$ cat config.mk
export PLATFORM = sky130hd
export DESIGN_NAME = keyboard_note_encoder_flat
export DESIGN_NICKNAME = d
export VERILOG_FILES = /design/src/rtl/piano_pkg.sv /design/src/rtl/keyboard_note_encoder_if.sv /design/src/rtl/ps2_rx_frame.sv /design/src/rtl/keyboard_note_encoder.sv /design/src/flat_wrapper.sv
export SDC_FILE = /design/constraint.sdc
export NUM_CORES = 1
export LEC_CHECK = 0
export ABC_CLOCK_PERIOD_IN_PS = 2600
export CORE_UTILIZATION = 60
export CTS_CLUSTER_DIAMETER = 80
export CTS_CLUSTER_SIZE = 24
export DETAILED_ROUTE_END_ITERATION = 12
export DONT_BUFFER_PORTS = 1
export GPL_TIMING_DRIVEN = 0
export MAX_ROUTING_LAYER = met4
export PLACE_DENSITY_LB_ADDON = 0.05
export SYNTH_ARGS = -nofsm -noshare
export SYNTH_HDL_FRONTEND = slang
export SYNTH_SLANG_ARGS = --single-unit
$ cat constraint.sdc
create_clock -name clk -period 2.6 [get_ports clk]
set_clock_uncertainty 0.05 [all_clocks]
set_input_delay 0.65 -clock clk [delete_from_list [all_inputs] [get_ports clk]]
set_output_delay 0.65 -clock clk [all_outputs]
set_load 0.01 [all_outputs]
$ cat src/rtl/piano_pkg.sv
// Shared definitions for the keyboard note encoder.
// Holds the PS/2 special scan codes, the piano note codes and the keymap
// lookup that translates a PS/2 set-2 make code into a 6-bit note code.
// The optional build macro PS2_PARITY_CHECK_EN is consumed by ps2_rx_frame.
package piano_pkg;

  localparam logic [5:0] NOTE_STOP  = 6'h3F;
  localparam logic [7:0] SCAN_BREAK = 8'hF0;
  localparam logic [7:0] SCAN_EXT   = 8'hE0;

  localparam logic [5:0] NOTE_C4  = 6'd11;
  localparam logic [5:0] NOTE_CS4 = 6'd12;
  localparam logic [5:0] NOTE_D4  = 6'd13;
  localparam logic [5:0] NOTE_DS4 = 6'd14;
  localparam logic [5:0] NOTE_E4  = 6'd15;
  localparam logic [5:0] NOTE_F4  = 6'd16;
  localparam logic [5:0] NOTE_FS4 = 6'd17;
  localparam logic [5:0] NOTE_G4  = 6'd18;
  localparam logic [5:0] NOTE_GS4 = 6'd19;
  localparam logic [5:0] NOTE_A4  = 6'd20;
  localparam logic [5:0] NOTE_AS4 = 6'd21;
  localparam logic [5:0] NOTE_B4  = 6'd22;
  localparam logic [5:0] NOTE_C5  = 6'd23;

  typedef struct packed {
    logic       hit;
    logic [5:0] code;
  } keymap_t;

  function automatic keymap_t key_lookup(input logic [7:0] scan);
    keymap_t r;
    r.hit  = 1'b1;
    r.code = NOTE_STOP;
    case (scan)
      8'h1C:   r.code = NOTE_C4;
      8'h1D:   r.code = NOTE_CS4;
      8'h1B:   r.code = NOTE_D4;
      8'h24:   r.code = NOTE_DS4;
      8'h23:   r.code = NOTE_E4;
      8'h2B:   r.code = NOTE_F4;
      8'h2C:   r.code = NOTE_FS4;
      8'h34:   r.code = NOTE_G4;
      8'h35:   r.code = NOTE_GS4;
      8'h33:   r.code = NOTE_A4;
      8'h3C:   r.code = NOTE_AS4;
      8'h3B:   r.code = NOTE_B4;
      8'h42:   r.code = NOTE_C5;
      default: r.hit  = 1'b0;
    endcase
    return r;
  endfunction

endpackage

$ cat src/rtl/keyboard_note_encoder_if.sv
// Bundle of the keyboard note encoder's external signals.
//   ps2_clk, ps2_data : raw PS/2 lines (asynchronous to the system clock)
//   note              : held note code, 6'h3F = stop
//   note_valid        : one-cycle pulse when note changes
//   frame_err         : one-cycle pulse when a PS/2 frame is dropped
// master = keyboard/consumer side, slave = encoder side.
interface keyboard_note_encoder_if;
  logic       ps2_clk;
  logic       ps2_data;
  logic [5:0] note;
  logic       note_valid;
  logic       frame_err;

  modport master (output ps2_clk, output ps2_data,
                  input  note, input note_valid, input frame_err);
  modport slave  (input  ps2_clk, input ps2_data,
                  output note, output note_valid, output frame_err);
endinterface

$ cat src/rtl/ps2_rx_frame.sv
// PS/2 frame receiver: synchronizes the raw PS/2 lines, detects falling
// edges of ps2_clk and assembles start/8 data/parity/stop frames.
//   clk, rst     : system clock, asynchronous active-high reset
//   ps2_clk      : raw PS/2 clock
//   ps2_data     : raw PS/2 data
//   rx_byte      : last received data byte (valid with byte_valid)
//   byte_valid   : one-cycle pulse for a good frame
//   frame_err    : one-cycle pulse for a dropped frame
// A partial frame is abandoned silently after TIMEOUT_CYCLES clk cycles
// without a falling edge. Define PS2_PARITY_CHECK_EN to reject frames
// without odd parity; otherwise the parity bit is ignored.
module ps2_rx_frame
  import piano_pkg::*;
#(
  parameter int unsigned TIMEOUT_CYCLES = 20000
) (
  input  logic       clk,
  input  logic       rst,
  input  logic       ps2_clk,
  input  logic       ps2_data,
  output logic [7:0] rx_byte,
  output logic       byte_valid,
  output logic       frame_err
);

  localparam int unsigned TW = $clog2(TIMEOUT_CYCLES + 1);
  localparam logic [TW-1:0] TMO_LAST = TW'(TIMEOUT_CYCLES - 1);

  typedef enum logic [1:0] {IDLE, DATA, PARITY, STOP} rx_state_t;

  logic            clk_meta, clk_s, clk_d;
  logic            dat_meta, dat_s;
  logic            fall;

  rx_state_t       state_q, state_d;
  logic [2:0]      cnt_q, cnt_d;
  logic [7:0]      sr_q, sr_d;
  logic [TW-1:0]   tmo_q, tmo_d;
  logic            bv_q, bv_d;
  logic            fe_q, fe_d;
  logic            frame_ok;
`ifdef PS2_PARITY_CHECK_EN
  logic            par_q, par_d;
`endif

  always_ff @(posedge clk or posedge rst) begin
    if (rst) begin
      clk_meta <= 1'b1;
      clk_s    <= 1'b1;
      clk_d    <= 1'b1;
      dat_meta <= 1'b1;
      dat_s    <= 1'b1;
    end else begin
      clk_meta <= ps2_clk;
      clk_s    <= clk_meta;
      clk_d    <= clk_s;
      dat_meta <= ps2_data;
      dat_s    <= dat_meta;
    end
  end

  assign fall = clk_d & ~clk_s;

`ifdef PS2_PARITY_CHECK_EN
  assign frame_ok = dat_s & (^{sr_q, par_q});
`else
  assign frame_ok = dat_s;
`endif

  always_ff @(posedge clk or posedge rst) begin
    if (rst) begin
      state_q <= IDLE;
      cnt_q   <= '0;
      sr_q    <= '0;
      tmo_q   <= '0;
      bv_q    <= 1'b0;
      fe_q    <= 1'b0;
`ifdef PS2_PARITY_CHECK_EN
      par_q   <= 1'b0;
`endif
    end else begin
      state_q <= state_d;
      cnt_q   <= cnt_d;
      sr_q    <= sr_d;
      tmo_q   <= tmo_d;
      bv_q    <= bv_d;
      fe_q    <= fe_d;
`ifdef PS2_PARITY_CHECK_EN
      par_q   <= par_d;
`endif
    end
  end

  always_comb begin
    state_d = state_q;
    cnt_d   = cnt_q;
    sr_d    = sr_q;
    tmo_d   = tmo_q;
    bv_d    = 1'b0;
    fe_d    = 1'b0;
`ifdef PS2_PARITY_CHECK_EN
    par_d   = par_q;
`endif

    // Watchdog only runs inside a frame; a silent stall returns to IDLE
    // without reporting an error.
    if (state_q != IDLE && !fall) begin
      if (tmo_q == TMO_LAST) begin
        state_d = IDLE;
        tmo_d   = '0;
      end else begin
        tmo_d = tmo_q + 1'b1;
      end
    end

    if (fall) begin
      tmo_d = '0;
      case (state_q)
        IDLE: begin
          if (!dat_s) begin
            state_d = DATA;
            cnt_d   = '0;
          end
        end
        DATA: begin
          sr_d  = {dat_s, sr_q[7:1]};
          cnt_d = cnt_q + 1'b1;
          if (cnt_q == 3'd7) state_d = PARITY;
        end
        PARITY: begin
`ifdef PS2_PARITY_CHECK_EN
          par_d = dat_s;
`endif
          state_d = STOP;
        end
        STOP: begin
          bv_d    = frame_ok;
          fe_d    = ~frame_ok;
          state_d = IDLE;
        end
        default: state_d = IDLE;
      endcase
    end
  end

  assign rx_byte    = sr_q;
  assign byte_valid = bv_q;
  assign frame_err  = fe_q;

endmodule

$ cat src/rtl/keyboard_note_encoder.sv
// PS/2 keyboard to piano note encoder.
//   clk, rst : system clock, asynchronous active-high reset
//   bus      : keyboard_note_encoder_if.slave (ps2_clk, ps2_data in;
//              note, note_valid, frame_err out)
// Decodes make/break/extended scan sequences; a mapped make sets the held
// note, releasing the held key sets note to stop (6'h3F). Typematic repeats
// and extended keys are ignored. PS2_PARITY_CHECK_EN enables parity checking
// in the frame receiver.
module keyboard_note_encoder
  import piano_pkg::*;
#(
  parameter int unsigned TIMEOUT_CYCLES = 20000
) (
  input  logic                  clk,
  input  logic                  rst,
  keyboard_note_encoder_if.slave bus
);

  typedef enum logic [1:0] {MAKE, BREAK, EXT} dec_state_t;

  logic [7:0] rx_byte;
  logic       rx_valid;
  logic       rx_err;
  keymap_t    km;

  dec_state_t dec_q, dec_d;
  logic [5:0] note_q, note_d;
  logic [7:0] held_q, held_d;
  logic       nv_q, nv_d;

  ps2_rx_frame #(.TIMEOUT_CYCLES(TIMEOUT_CYCLES)) u_rx (
    .clk        (clk),
    .rst        (rst),
    .ps2_clk    (bus.ps2_clk),
    .ps2_data   (bus.ps2_data),
    .rx_byte    (rx_byte),
    .byte_valid (rx_valid),
    .frame_err  (rx_err)
  );

  assign km = key_lookup(rx_byte);

  always_ff @(posedge clk or posedge rst) begin
    if (rst) begin
      dec_q  <= MAKE;
      note_q <= NOTE_STOP;
      held_q <= '0;
      nv_q   <= 1'b0;
    end else begin
      dec_q  <= dec_d;
      note_q <= note_d;
      held_q <= held_d;
      nv_q   <= nv_d;
    end
  end

  always_comb begin
    dec_d  = dec_q;
    note_d = note_q;
    held_d = held_q;
    nv_d   = 1'b0;
    if (rx_valid) begin
      case (dec_q)
        MAKE: begin
          if (rx_byte == SCAN_BREAK) begin
            dec_d = BREAK;
          end else if (rx_byte == SCAN_EXT) begin
            dec_d = EXT;
          end else if (km.hit && rx_byte != held_q) begin
            note_d = km.code;
            held_d = rx_byte;
            nv_d   = 1'b1;
          end
        end
        BREAK: begin
          // held_q of zero means nothing held; 0x00 is never a mapped key
          if (held_q != '0 && rx_byte == held_q) begin
            note_d = NOTE_STOP;
            held_d = '0;
            nv_d   = 1'b1;
          end
          dec_d = MAKE;
        end
        EXT: begin
          // E0 F0 xx: the F0 keeps us here so xx is swallowed too
          if (rx_byte != SCAN_BREAK) dec_d = MAKE;
        end
        default: dec_d = MAKE;
      endcase
    end
  end

  assign bus.note       = note_q;
  assign bus.note_valid = nv_q;
  assign bus.frame_err  = rx_err;

endmodule

$ cat src/flat_wrapper.sv
// flat-port wrapper written by rule: the top's interface ports become plain ports
module keyboard_note_encoder_flat import piano_pkg::*;
#(
  parameter int unsigned TIMEOUT_CYCLES = 20000
)
  (clk, rst, bus_ps2_clk, bus_ps2_data, bus_note, bus_note_valid, bus_frame_err);
  keyboard_note_encoder_if bus_i ();
  input  logic clk;
  input  logic rst;
  input wire logic [$bits(bus_i.ps2_clk)-1:0] bus_ps2_clk;
  input wire logic [$bits(bus_i.ps2_data)-1:0] bus_ps2_data;
  output wire logic [$bits(bus_i.note)-1:0] bus_note;
  output wire logic [$bits(bus_i.note_valid)-1:0] bus_note_valid;
  output wire logic [$bits(bus_i.frame_err)-1:0] bus_frame_err;
  assign bus_i.ps2_clk = bus_ps2_clk;
  assign bus_i.ps2_data = bus_ps2_data;
  assign bus_note = bus_i.note;
  assign bus_note_valid = bus_i.note_valid;
  assign bus_frame_err = bus_i.frame_err;
  keyboard_note_encoder #(.TIMEOUT_CYCLES(TIMEOUT_CYCLES)) u_core (.clk(clk), .rst(rst), .bus(bus_i));
endmodule
Word level (Yosys, flattened, before mapping)
Cells that the tools add are included.

cells by class
  reductions and logical operators = 16
  mux-type cells = 37
  divide/modulo/power cells = 0
  equality and inequality tests = 32
  multiply operators = 0
  shift operators = 0
  $add $sub $neg = 2
  $lt $le $gt $ge = 0
  bitwise logic cells = 3

operators with widths
  cell                     number
  $pmux W6 S13             1
  $eq A8 B6 Y1 const B     9
  $mux W15                 3
  $mux W8                  4
  $eq A8 B5 Y1 const B     3
  $mux W6                  4
  $eq A8 B8 Y1 const B     2
  $mux W2                  8
  $pmux W8 S2              1
  $add A15 B1 Y15 const B  1
  $eq A15 B15 Y1 const B   1
  $reduce_or A13 Y1        1
  $pmux W6 S2              1
  $mux W1                  10
  $eq A8 B7 Y1 const B     1
  $eq A8 B8 Y1             1
  $ne A8 B8 Y1             1
  $ne A8 B8 Y1 const B     1
  $pmux W2 S4              1
  $reduce_bool A2 Y1       4
  $reduce_bool A8 Y1       1
  $eq A2 B2 Y1 const B     3
  $ne A2 B1 Y1 const B     3
  $ne A2 B2 Y1 const B     3
  other kinds (16)         22

storage, ports and cells
  memory bits (read-only) = 0
  memory bits (writable) = 0
  memories = 0
  input bits = 4
  register bits after elaboration = 52
  bits in latches = 0
  word-level logic and storage cells = 105

Depth between registers and ports, before layout
  depth after elaboration = 9
  depth in mapped cells = 8

By module
Synthesis repeated with hierarchy kept, for this count alone.

second synthesis, totals
  cell total of the unflattened synthesis = 289
  area total of the unflattened synthesis = 2914.0 sq um

by module, submodules not included
  module                 area each (sq um)  cells each  instances  sequential area each (sq um)
  ps2_rx_frame           1694.1             154         1          882.1
  keyboard_note_encoder  1219.9             135         1          432.9

Least setup slack after synthesis
No wires, ideal clock.

  kind = register to register
  start point = register u_core.u_rx.sr_q[0], in the netlist u_core.u_rx.rx_byte[0]
  end point = register u_core.note_q[0], in the netlist u_core.bus.note[0]
  library setup time = 0.082 ns
  required time = 2.468 ns
  path slack = 0.524 ns
  cell stages (with the launch flop) = 9
  arrival = 1.944 ns
  path through = dfrtp_1 > buf_2 > nor4b_1 > and3_1 > nor3_1 > mux2_4 > o41ai_4 > buf_6 > mux2_4

on the way
  word-level cells in the longest chain between the ends = 6
  elaborated cells on any way between the ends = 31
  those cells by class = 21 x eq/ne; 6 x mux; 4 x reduce/logical

ends and longest elaborated chain
  element                                                   RTL line                                                  source
  start: declaration                                        ps2_rx_frame.sv:37                                        logic [7:0] sr_q, sr_d;
  start signal: assignment                                  ps2_rx_frame.sv:84                                        sr_q <= sr_d;
  $eq A8 B7 Y1, or another cell as far along                piano_pkg.sv:34                                           case (scan)
  $pmux W6 S13 / $reduce_or A13 Y1 (equally long branches)  n/a
  $mux W6 / $mux W1 (equally long branches)                 keyboard_note_encoder.sv:69, piano_pkg.sv:34
  $mux W6 / $logic_and A1 B1 Y1 (equally long branches)     keyboard_note_encoder.sv:67, keyboard_note_encoder.sv:69
  $mux W6 / $ne A2 B1 Y1 (equally long branches)            n/a
  $pmux W6 S2 / $reduce_and A6 Y1 (equally long branches)   n/a
  end signal: assignment                                    keyboard_note_encoder.sv:51                               note_q <= note_d;
  end: declaration                                          keyboard_note_encoder.sv:27                               logic [5:0] note_q, note_d;

Parallel ways exist; a longest one is shown, timed or not. The select of a mux whose other input is x is not followed.
A chain may end at the register's enable or synchronous reset.

Final worst setup path
  start point = register u_core.u_rx.sr_q[4], in the netlist u_core.u_rx.rx_byte[4]
  end point = register u_core.note_q[0], in the netlist u_core.bus.note[0]

Same word-level chain as after synthesis.

==> results.json <==
{
  "status": "finished, final reports clean",
  "cp-start-kind": "register",
  "final_core_util": 0.668,
  "drt_iter0_markers": 177,
  "syn2layout_area_growth_pct": 6.22,
  "synth_mux_area_frac": 0.0884,
  "power.leakage_nw": 1.31,
  "drc": 0,
  "io_pins": 12,
  "crit_arrival_ps": 2520,
  "synth_area_per_cell_um2": 9.81,
  "clk_latency_ps": 310,
  "clockBufferDepth": 2,
  "dieArea_um2": 4900,
  "synthTopCellsByArea": "dfrtp_1 37%, dfstp_2 10%, o21ai_0 5.0%",
  "fillers": 375,
  "globalplace.congestion": 0.834,
  "syn-cell-area_um2": 2780,
  "antenna_left": 0,
  "synthAdderAreaFrac": 0.0135,
  "synth-simple-area-share": 0.190,
  "clkSinkCount": 52,
  "critPathMaxFanout": 10,
  "grt_start_max_net_pins": 38,
  "cts_inserted_buffers": 5,
  "start_util": 0.629,
  "synth_top_cell_area_share": 0.370,
  "path_buf_inv": 2,
  "setup_ws_ps": 265,
  "cts_tree": "built",
  "ys_seq_area_frac": 0.474,
  "synth_compound_area_frac": 0.159,
  "rsz0062_at_grt": "false",
  "synth-edff-count": 0,
  "cts_post_setup_buffers_inserted": 0,
  "max_freq_ghz": 0.428,
  "final_cells": 344,
  "rows": 24,
  "postCtsHoldBufs": 0,
  "drt_wl_total_mm": 5.26,
  "dpl.hpwl_mm": 3.65,
  "grt_pass1_vias": 1922,
  "stdcell_area_um2": 2950,
  "fin_crit_sh": 0.898,
  "synth_top_cell_by_area": "dfrtp_1",
  "required_ps": 2790,
  "grtUsageTotal": 0.243,
  "dp.cells": 336,
  "placed_cell_area_um2": 2860,
  "ys_seq_elements": 52,
  "period_minus_slack_ps": 2330,
  "fin_total_pwr_mw": 2.03,
  "grt_pass1_wl_mm": 9.10,
  "synthXorXnorAreaFrac": 0.0284,
  "slowest_delay_ps": 430,
  "hold_viol": 0,
  "crit_type": "register to register",
  "worst-slew-pin-transition_ps": 937,
  "synthArstFlopShare": 1.00,
  "drt-wirelength-per-cell_um": 15.3,
  "cp_slowest_cell": "o41ai_4",
  "synth_top_family_by_area": "simple AND/OR/NAND/NOR gates",
  "crit_chain": "buf_2, and3b_1, o21ai_1, a21boi_2, o41ai_4, buf_6, mux2_4",
  "yosys_warnings": 0,
  "finalSetupViolations": 0,
  "final_nets": 298,
  "firstDrtPassIters": 4,
  "grt_overflow_total": 0,
  "synthFlopType": "dfrtp_1",
  "ys_top_cells_by_count": "41 x dfrtp_1, 31 x nand2_1, 28 x o21ai_0",
  "maxSlewHeadroom": 0.371,
  "vias": 2083,
  "antenna_found_initial": 0,
  "antenna_cells": 0,
  "syn_inst": 283,
  "fin_setup_tns_ps": 0,
  "synthDistinctLibCells": 49,
  "dp_slack_ps": 290,
  "p_per_area_nw_per_um2": 689,
  "io_buffers": 0,
  "max_cap_violations": 0,
  "hp-class": "input port to async pin",
  "die_w_um": 70.0,
  "drive_above_1_share": 0.168,
  "clockRootBuffer": "clkbuf_8",
  "die_height_um": 70.0,
  "via_per_inst": 6.06,
  "path_clk_slew_ps": 90,
  "peakVddDrop_mv": 0.606,
  "holdWs_ps": 131,
  "endpoint_kind": "register",
  "post_cts_resized": 0,
  "slew_viol_final": 0,
  "synth.most_common_cell": "dfrtp_1",
  "core_um2": 4410,
  "syn-num-nets": 290,
  "htreeDepth": 2,
  "crit_family": "compound AO/OA/AOI/OAI gates"
}
registers in the layout, summed over array words and instances (netlist names), 2 cells and up:
name / flops
u_core.u_rx.tmo_q: 15
u_core.u_rx.rx_byte: 8
u_core.bus.note: 6
u_core.u_rx.state_q: 2
u_core.held_q: 8
u_core.dec_q: 2
u_core.u_rx.cnt_q: 3
layer usage:
layer,vias up,wire length [µm],track usage
li1,1028,-,-
met2,50,2360,0.343
met4,0,52,0.0800
met3,4,222,0.0519
met1,1001,2620,0.350
met5,-,0,-
kinds of logic after synthesis:
| group | after synthesis |
|---|---|
| muxes | 22 |
| xor gates and xnor gates | 9 |
| buffers and inverters | 29 |
| DFF | 52 |
| AOI/OAI and AO/OA | 69 |
| and+or+nand+nor | 99 |
| adders and majority gates | 3 |
layout make-up:
type / count / area (µm²) / area share
Clock buffer: 5 / 68.8 / 0.0233
Buffer: 16 / 80.1 / 0.0272
Multi-Input combinational cell: 202 / 1330 / 0.452
Inverter: 13 / 48.8 / 0.0166
Timing Repair Buffer: 1 / 20.0 / 0.00679
Tap cell: 52 / 65.1 / 0.0221
Sequential cell: 52 / 1320 / 0.446
Clock inverter: 3 / 18.8 / 0.00637
power breakdown:
group / switching, mW / leakage [nW] / total [mW] / internal (mW)
clock: 0.263 / 0.0479 / 0.451 / 0.188
sequential: 0.0633 / 0.674 / 0.957 / 0.894
combinational: 0.365 / 0.586 / 0.622 / 0.257
total: 0.692 / 1.31 / 2.03 / 1.34
final timing paths:
check | startpoint | to | slack, ps | depth (start not counted)
max | u_core.u_rx.rx_byte[4]$_DFFE_PP0P_ | u_core.bus.note[0]$_DFFE_PP1P_ | 270 | 7
min | rst | u_core.u_rx.cnt_q[1]$_DFFE_PP0P_ | 130 | 1
max reg2reg | u_core.u_rx.rx_byte[4]$_DFFE_PP0P_ | u_core.bus.note[0]$_DFFE_PP1P_ | 270 | 7
min reg2reg | u_core.u_rx.dat_meta$_DFF_PP1_ | u_core.u_rx.dat_s$_DFF_PP1_ | 310 | 0
max in group asynchronous | rst | u_core.bus.note[2]$_DFFE_PP1P_ | 1800 | 2
min in group clk | bus_ps2_data | u_core.u_rx.dat_meta$_DFF_PP1_ | 280 | 0
placed cells by master (no fill, tap or decap), types with 5 or more instances in the layout:
cell	instances
a21oi_1	10
a31oi_1	8
and3_1	7
buf_2	6
clkbuf_1	7
clkbuf_8	5
dfrtp_1	41
dfstp_2	11
inv_1	12
mux2_2	12
mux2i_1	8
nand2_1	31
nand3_1	7
nand4_1	6
nor2_1	12
nor2b_1	8
o21ai_0	28
o31ai_1	5
xnor2_1	9
Note: power is estimated with default switching activity, not from simulation.
